### src/rtl/kgprisc_pkg.sv
// Shared definitions for the kgprisc front end: fetch FSM states, NOP encoding, default widths.
package kgprisc_pkg;

    localparam int unsigned DEF_ADDR_W = 32;
    localparam int unsigned DEF_DATA_W = 32;

    localparam logic [DEF_DATA_W-1:0] NOP_INSTR = '0;

    typedef enum logic [1:0] {
        IDLE  = 2'd0,
        WAIT  = 2'd1,
        DRAIN = 2'd2,
        HOLD  = 2'd3
    } ifetch_state_e;

    // A memory read is outstanding in these states.
    function automatic logic is_busy(input ifetch_state_e st);
        return (st == WAIT) || (st == DRAIN);
    endfunction

endpackage

### src/rtl/ifetch_out_reg.sv
// Decode-facing output register of the fetch stage: valid flag, instruction and its PC.
module ifetch_out_reg
    import kgprisc_pkg::*;
#(
    parameter int unsigned ADDR_W = DEF_ADDR_W,
    parameter int unsigned DATA_W = DEF_DATA_W
) (
    input  logic              clk,
    input  logic              reset,
    input  logic              i_load,
    input  logic              i_clear,
    input  logic [DATA_W-1:0] i_instr,
    input  logic [ADDR_W-1:0] i_pc,
    output logic              o_valid,
    output logic [DATA_W-1:0] o_instr,
    output logic [ADDR_W-1:0] o_pc
);

    logic              r_valid;
    logic [DATA_W-1:0] r_instr;
    logic [ADDR_W-1:0] r_pc;

    // Neither control asserted means hold; clear only drops the valid flag.
    always_ff @(posedge clk) begin
        if (reset) begin
            r_valid <= 1'b0;
            r_instr <= DATA_W'(NOP_INSTR);
            r_pc    <= '1;
        end else if (i_clear) begin
            r_valid <= 1'b0;
        end else if (i_load) begin
            r_valid <= 1'b1;
            r_instr <= i_instr;
            r_pc    <= i_pc;
        end
    end

    assign o_valid = r_valid;
    assign o_instr = r_instr;
    assign o_pc    = r_pc;

endmodule

### src/rtl/instr_fetch_stage.sv
// Instruction fetch stage: PC handshake, single outstanding imem read, held result for decode.
// Define IFETCH_PERF_CNT_EN to add the fetch_cnt / stall_cnt performance counters.
module instr_fetch_stage
    import kgprisc_pkg::*;
#(
    parameter int unsigned ADDR_W = DEF_ADDR_W,
    parameter int unsigned DATA_W = DEF_DATA_W
) (
    input  logic              clk,
    input  logic              reset,
    input  logic [ADDR_W-1:0] pc_in,
    input  logic              pc_valid,
    output logic              pc_ready,
    input  logic              flush,
    output logic              imem_req,
    output logic [ADDR_W-1:0] imem_addr,
    input  logic              imem_ack,
    input  logic [DATA_W-1:0] imem_rdata,
    output logic              id_valid,
    input  logic              id_ready,
    output logic [DATA_W-1:0] id_instr,
    output logic [ADDR_W-1:0] id_pc
`ifdef IFETCH_PERF_CNT_EN
    ,
    output logic [31:0]       fetch_cnt,
    output logic [31:0]       stall_cnt
`endif
);

    ifetch_state_e     r_state;
    ifetch_state_e     w_state_nxt;
    logic              r_imem_req;
    logic              w_imem_req_nxt;
    logic [ADDR_W-1:0] r_imem_addr;
    logic [ADDR_W-1:0] w_imem_addr_nxt;
    logic              w_pc_ready;
    logic              w_handshake;
    logic              w_out_load;
    logic              w_out_clear;

    always_comb begin
        w_pc_ready = 1'b0;
        if (!reset && !flush) begin
            case (r_state)
                IDLE:    w_pc_ready = 1'b1;
                HOLD:    w_pc_ready = id_ready;
                default: w_pc_ready = 1'b0;
            endcase
        end
    end

    assign w_handshake = pc_valid & w_pc_ready;

    // r_imem_addr doubles as the latched fetch address reported on id_pc.
    always_comb begin
        w_state_nxt     = r_state;
        w_imem_req_nxt  = r_imem_req;
        w_imem_addr_nxt = r_imem_addr;
        w_out_load      = 1'b0;
        w_out_clear     = 1'b0;
        case (r_state)
            IDLE: begin
                if (flush) begin
                    w_out_clear = 1'b1;
                end else if (w_handshake) begin
                    w_state_nxt     = WAIT;
                    w_imem_req_nxt  = 1'b1;
                    w_imem_addr_nxt = pc_in;
                end
            end
            WAIT: begin
                if (imem_ack) begin
                    w_imem_req_nxt = 1'b0;
                    if (flush) begin
                        w_state_nxt = IDLE;
                    end else begin
                        w_out_load  = 1'b1;
                        w_state_nxt = HOLD;
                    end
                end else if (flush) begin
                    w_state_nxt = DRAIN;
                end
            end
            DRAIN: begin
                if (imem_ack) begin
                    w_imem_req_nxt = 1'b0;
                    w_state_nxt    = IDLE;
                end
            end
            HOLD: begin
                if (flush) begin
                    w_out_clear = 1'b1;
                    w_state_nxt = IDLE;
                end else if (id_ready) begin
                    w_out_clear = 1'b1;
                    if (w_handshake) begin
                        w_state_nxt     = WAIT;
                        w_imem_req_nxt  = 1'b1;
                        w_imem_addr_nxt = pc_in;
                    end else begin
                        w_state_nxt = IDLE;
                    end
                end
            end
            default: begin
                w_state_nxt    = IDLE;
                w_imem_req_nxt = 1'b0;
            end
        endcase
    end

    always_ff @(posedge clk) begin
        if (reset) begin
            r_state     <= IDLE;
            r_imem_req  <= 1'b0;
            r_imem_addr <= '0;
        end else begin
            r_state     <= w_state_nxt;
            r_imem_req  <= w_imem_req_nxt;
            r_imem_addr <= w_imem_addr_nxt;
        end
    end

    ifetch_out_reg #(
        .ADDR_W (ADDR_W),
        .DATA_W (DATA_W)
    ) u_out_reg (
        .clk     (clk),
        .reset   (reset),
        .i_load  (w_out_load),
        .i_clear (w_out_clear),
        .i_instr (imem_rdata),
        .i_pc    (r_imem_addr),
        .o_valid (id_valid),
        .o_instr (id_instr),
        .o_pc    (id_pc)
    );

    assign pc_ready  = w_pc_ready;
    assign imem_req  = r_imem_req;
    assign imem_addr = r_imem_addr;

`ifdef IFETCH_PERF_CNT_EN
    logic [31:0] r_fetch_cnt;
    logic [31:0] r_stall_cnt;

    always_ff @(posedge clk) begin
        if (reset) begin
            r_fetch_cnt <= '0;
            r_stall_cnt <= '0;
        end else begin
            if (id_valid && id_ready) begin
                r_fetch_cnt <= r_fetch_cnt + 32'd1;
            end
            if (is_busy(r_state)) begin
                r_stall_cnt <= r_stall_cnt + 32'd1;
            end
        end
    end

    assign fetch_cnt = r_fetch_cnt;
    assign stall_cnt = r_stall_cnt;
`endif

endmodule

### config.mk
export PLATFORM = sky130hd
export DESIGN_NAME = instr_fetch_stage
export DESIGN_NICKNAME = d
export VERILOG_FILES = /design/src/rtl/kgprisc_pkg.sv /design/src/rtl/ifetch_out_reg.sv /design/src/rtl/instr_fetch_stage.sv
export SDC_FILE = /design/constraint.sdc
export NUM_CORES = 1
export LEC_CHECK = 0
export ABC_AREA = 0
export BUFFER_PORTS_ARGS = -buffer_cell sky130_fd_sc_hd__buf_2
export CORE_ASPECT_RATIO = 0.7
export CORE_UTILIZATION = 49
export DETAILED_ROUTE_END_ITERATION = 12
export PLACE_DENSITY = 0.78
export SYNTH_ARGS = -nofsm -noshare
export SYNTH_HDL_FRONTEND = slang
export SYNTH_HIERARCHICAL = 1
export SYNTH_SLANG_ARGS = --single-unit
export TNS_END_PERCENT = 10
### constraint.sdc
create_clock -name clk -period 2.4 [get_ports clk]
set_input_delay 0.12 -clock clk [delete_from_list [all_inputs] [get_ports clk]]
set_output_delay 0.12 -clock clk [all_outputs]
set_load 0.1 [all_outputs]
# Yosys cells after proc, flatten, opt, wreduce, memory -nomap -nowiden
# Cells that the tools add are included.
[op_classes]
eq_ne = 11
mux = 30
n_bitwise = 2
reduce_logical = 11
[ops]
columns = ["operator", "n"]
rows = [
  ["32-bit 2-to-1 mux", 4],
  ["32-bit case mux with 2 select lines", 1],
  ["2-bit 2-to-1 mux", 8],
  ["1-bit 2-to-1 mux", 13],
  ["2-bit != test, second input constant", 5],
  ["2-bit case mux with 4 select lines", 1],
  ["4-bit AND reduction", 2],
  ["3-bit != test, second input constant", 2],
  ["5-bit AND reduction", 1],
  ["2-bit equality test, second input constant", 2],
  ["1-bit case mux with 2 select lines", 2],
  ["2-bit OR reduction", 2],
  ["1-bit case mux with 3 select lines", 1],
  ["2-bit by 1-bit equality test with 1-bit output, second input constant", 1],
  ["1-bit logical NOT", 2],
  ["2-bit logical NOT", 1],
  ["2-bit by 1-bit != test with 1-bit output, second input constant", 1],
  ["2-bit AND reduction", 1],
  ["2-bit nonzero test", 1],
  ["1-bit bitwise AND", 1],
  ["1-bit logical AND", 1],
  ["1-bit inverter", 1],
]
[word_totals]
ff_bits = 100
inputBits = 70
out_inout_bits = 99
elab_cells = 60

# Depth between registers and ports, before layout
[logic_depth]
ltp_word = 8
depth_mapped = 8
depth_no_buf = 6

# Cells and area by module
# Netlist, hierarchy kept.
[by_module_without_submodules]
columns = ["mod", "instances", "cells_each", "area_each_um2", "seq_area_each_um2"]
rows = [
  ["ifetch_out_reg", 1, 287, 2807.7, 1301.2],
  ["instr_fetch_stage", 1, 179, 1512.7, 700.7],
]

# Worst setup path after synthesis
# No wires, ideal clock.
[synth_timing]
kind = "register to output"
from = "reg r_state[0]"
to = "out pc_ready"
t_arrival_ps = 2371
setup_slack_ps = -91
path_stages_with_launch = 5
cell_sequence = "dfxtp_1 > inv_1 > ha_1 > nor3_1 > nor2b_1"
[synth_via]
elab_chain_len = 3
[synth_rtl]
columns = ["item", "line_no", "source"]
rows = [
  ["from (decl)", "instr_fetch_stage.sv:30", "ifetch_state_e r_state;"],
  ["from (signal assigned)", "instr_fetch_stage.sv:118", "r_state <= w_state_nxt;"],
  ["2-bit equality test or 2-bit logical NOT (tied branches)", "instr_fetch_stage.sv:44", "case (r_state)"],
  ["1-bit case mux with 2 select lines (*)", "instr_fetch_stage.sv:44", ""],
  ["1-bit 2-to-1 mux (*)", "instr_fetch_stage.sv:43", "if (!reset && !flush) begin"],
  ["to (decl)", "instr_fetch_stage.sv:13", "output logic pc_ready,"],
]
# Mark *: on every way between the ends. The rest lies on a longest branch, timed or not.

# Final worst setup path
# Same ends and word-level chain as after synthesis.

==> impl_metrics.env <==
export IMPL_antenna_found_initial=0
export IMPL_synthesis_area_um2=4320
export IMPL_post_cts_buffers=0
export IMPL_clockRootBuffer="clkbuf_16"
export IMPL_path_max_fanout=4
export IMPL_multiInputGateArea_um2=2010
export IMPL_ir_drop_uv=599
export IMPL_synth_area_per_cell_um2=9.27
export IMPL_rows=28
export IMPL_wl_per_cell_um=14.0
export IMPL_area_growth_syn_to_layout_pct=24.5
export IMPL_power_density_nw_per_um2=991
export IMPL_dp_hpwl_um=7030
export IMPL_cts_tree="built"
export IMPL_drive_above_1_share_pct=34.3
export IMPL_place_area_um2=5090
export IMPL_syn_inst=466
export IMPL_postRouteAntennaNets=0
export IMPL_wirelength_um=10300
export IMPL_grt_met1_usage_pct=27.5
export IMPL_clk_latency_ps=340
export IMPL_rsz0062_at_grt="no"
export IMPL_synth_nets=540
export IMPL_port_buffer_count=168
export IMPL_cts_made_buffers=9
export IMPL_drc_errors=0
export IMPL_hp_class="input pin to register"
export IMPL_grt_pass1_vias=3341
export IMPL_tns_ps=0
export IMPL_h_tree_depth=3
export IMPL_cts_sinks=100
export IMPL_dr_pass1_iters=4
export IMPL_max_cap_violations=0
export IMPL_die_area_um2=9200
export IMPL_drtIter0Drc=202
export IMPL_cts_path_max_buffers=2
export IMPL_cts_resized=0
export IMPL_p_switching_mw=2.24
export IMPL_pwr_share_seq_pct=35.6
export IMPL_hold_viol_final=0
export IMPL_required_ps=2280
export IMPL_start_util_pct=50.7
export IMPL_nets=688
export IMPL_outcome="finished clean"
export IMPL_fillers=776
export IMPL_dieWidth_um=114
export IMPL_ys_seq_area_share_pct=46.3
export IMPL_netlist_top_cells_area="dfxtp_1 (46%), nand4bb_1 (8.3%), mux2i_1 (7.4%), nand2_1 (6.0%), nor2_1 (5.6%)"
export IMPL_grt_overflow=0
export IMPL_top_usage_layer="met2"
export IMPL_finalClockSkew_ps=5.05
export IMPL_combPwrFrac_pct=37.9
export IMPL_p_clk_share_pct=26.4
export IMPL_worstPathArrival_ps=2050
export IMPL_grt_total_usage_pct=22.3
export IMPL_use_met3_pct=7.25
export IMPL_crit_type="register to output pin"
export IMPL_synth_seq_cells=100
export IMPL_synth_top_cell_area_share_pct=46.3
export IMPL_gp_congestion=0.834
export IMPL_leakagePower_nw=2.21
export IMPL_num_vias=3703
export IMPL_core_area_um2=8510
export IMPL_seq_area_um2=2000
export IMPL_synth_distinct_cells=29
export IMPL_startpoint_type="register"
export IMPL_tightestPinTransition_ps=798
export IMPL_slew_violations=0
export IMPL_chipHeight_um=80.6
export IMPL_fin_crit_sh_pct=90.5
export IMPL_clk_pin_slew_ps=60
export IMPL_netlist_top_cell_by_area="dfxtp_1"
export IMPL_ios=169
export IMPL_period_needed_ps=2170
export IMPL_antenna_cells=0
export IMPL_ctsHoldBuffers=0
export IMPL_maxSlewHeadroom_pct=46.8
export IMPL_end_kind="output pin"
export IMPL_finalSetupViolCount=0
export IMPL_p_sw_share_pct=42.0
export IMPL_yosys_warnings=6
export IMPL_grt_max_degree=87
export IMPL_max_freq_ghz=0.461
export IMPL_grt_pass1_wl_um=16100
export IMPL_postLayoutCellArea_um2=5380
export IMPL_grt_util_met2_pct=37.2
export IMPL_p_int_mw=3.09
export IMPL_power_total_mw=5.33
export IMPL_vias_per_cell=5.02
metrics by stage:
stage	util [%]	cells	setup WS, ps	hold WS, ps
after floorplan	-	466	425	256
after CTS	63.2	738	219	1.80
final	63.2	738	229	14.7
after global placement	59.8	723	505	356
after global routing	63.2	738	128	5.99
after detailed placement	59.8	723	368	364
path summary, 6_finish.rpt:
kind                        start                   end  slack [ps]  cells past startpoint
max reg2reg            r_state[0]          imem_addr[0]         340                      7
max                    r_state[0]              pc_ready         230                      5
min reg2reg  u_out_reg/o_instr[4]  u_out_reg/o_instr[4]         460                      2
min                         reset            r_state[0]          10                      2
logic make-up (layout without fill, tap and decap cells):
logic type | after synthesis | count (layout) | synth area share (%)
buf+inv | 43 | 195 | 7.24
fa+ha+maj | 4 | 4 | 1.16
compound gates | 76 | 76 | 10.7
flops | 100 | 100 | 46.3
mux | 33 | 33 | 7.67
simple gates | 210 | 210 | 26.8
layout make-up:
class | instances | area share, %
multi-input cells | 323 | 37.4
flip-flops and latches | 100 | 37.2
repair buffers | 176 | 17.0
clock buffers | 11 | 4.33
well taps | 120 | 2.79
clock inverters | 4 | 0.954
inverters | 4 | 0.279
state kept, by name, summed over array words and instances, names as in the netlist:
register and cells:
u_out_reg/o_instr 32, u_out_reg/o_pc 32, u_out_reg/o_valid 1, r_state 2
imem_req 1, imem_addr 32
cell usage after synthesis, drive strengths merged:
master	count
mux2i	32
buf	25
a211o	1
a221oi	1
a32o	1
o21ai	34
ha	4
clkbuf	14
nor2b	3
nor3	3
nor2	65
nand2	69
a31oi	1
dfxtp	100
and3	2
nor4b	1
nand2b	34
nand4bb	32
a21oi	38
mux2	1
inv	4
and2	1
per-layer routing:
layer | vias up | part of all wire [%]
li1 | 1851 | -
met1 | 1737 | 45
met2 | 102 | 48
met3 | 13 | 5.9
met4 | 0 | 1.3
met5 | - | 0
power groups by stage:
stage	registers [mW]	logic, mW	clock network [mW]
CTS	1.90	2.03	1.44
detailed placement	1.93	2.02	0
global route	1.92	2.11	1.51
floorplan	2.92	0.739	0
global placement	1.93	1.99	0
finish	1.90	2.02	1.41
worst max-delay path: stages, from the launching register on:
cell,delay [ps]
dfxtp_1,370
inv_1,100
ha_1,390
nor3_1,260
nor2b_2,170
buf_2,430
layout by cell type, fill, tap and decap left out, types with 2 or more instances in the layout:
| cell type | instances |
|---|---|
| buf_2 | 167 |
| nor2_1 | 65 |
| dfxtp_1 | 100 |
| nand4bb_1 | 32 |
| clkbuf_16 | 9 |
| a21oi_1 | 20 |
| nand2_1 | 69 |
| ha_1 | 4 |
| and3_1 | 2 |
| nor3_1 | 3 |
| o21ai_1 | 32 |
| inv_1 | 4 |
| o21ai_0 | 2 |
| buf_4 | 8 |
| nand2b_1 | 34 |
| mux2i_1 | 32 |
| a21oi_2 | 18 |
| clkbuf_1 | 2 |
No activity file was read; power rests on OpenSTA's default activity.
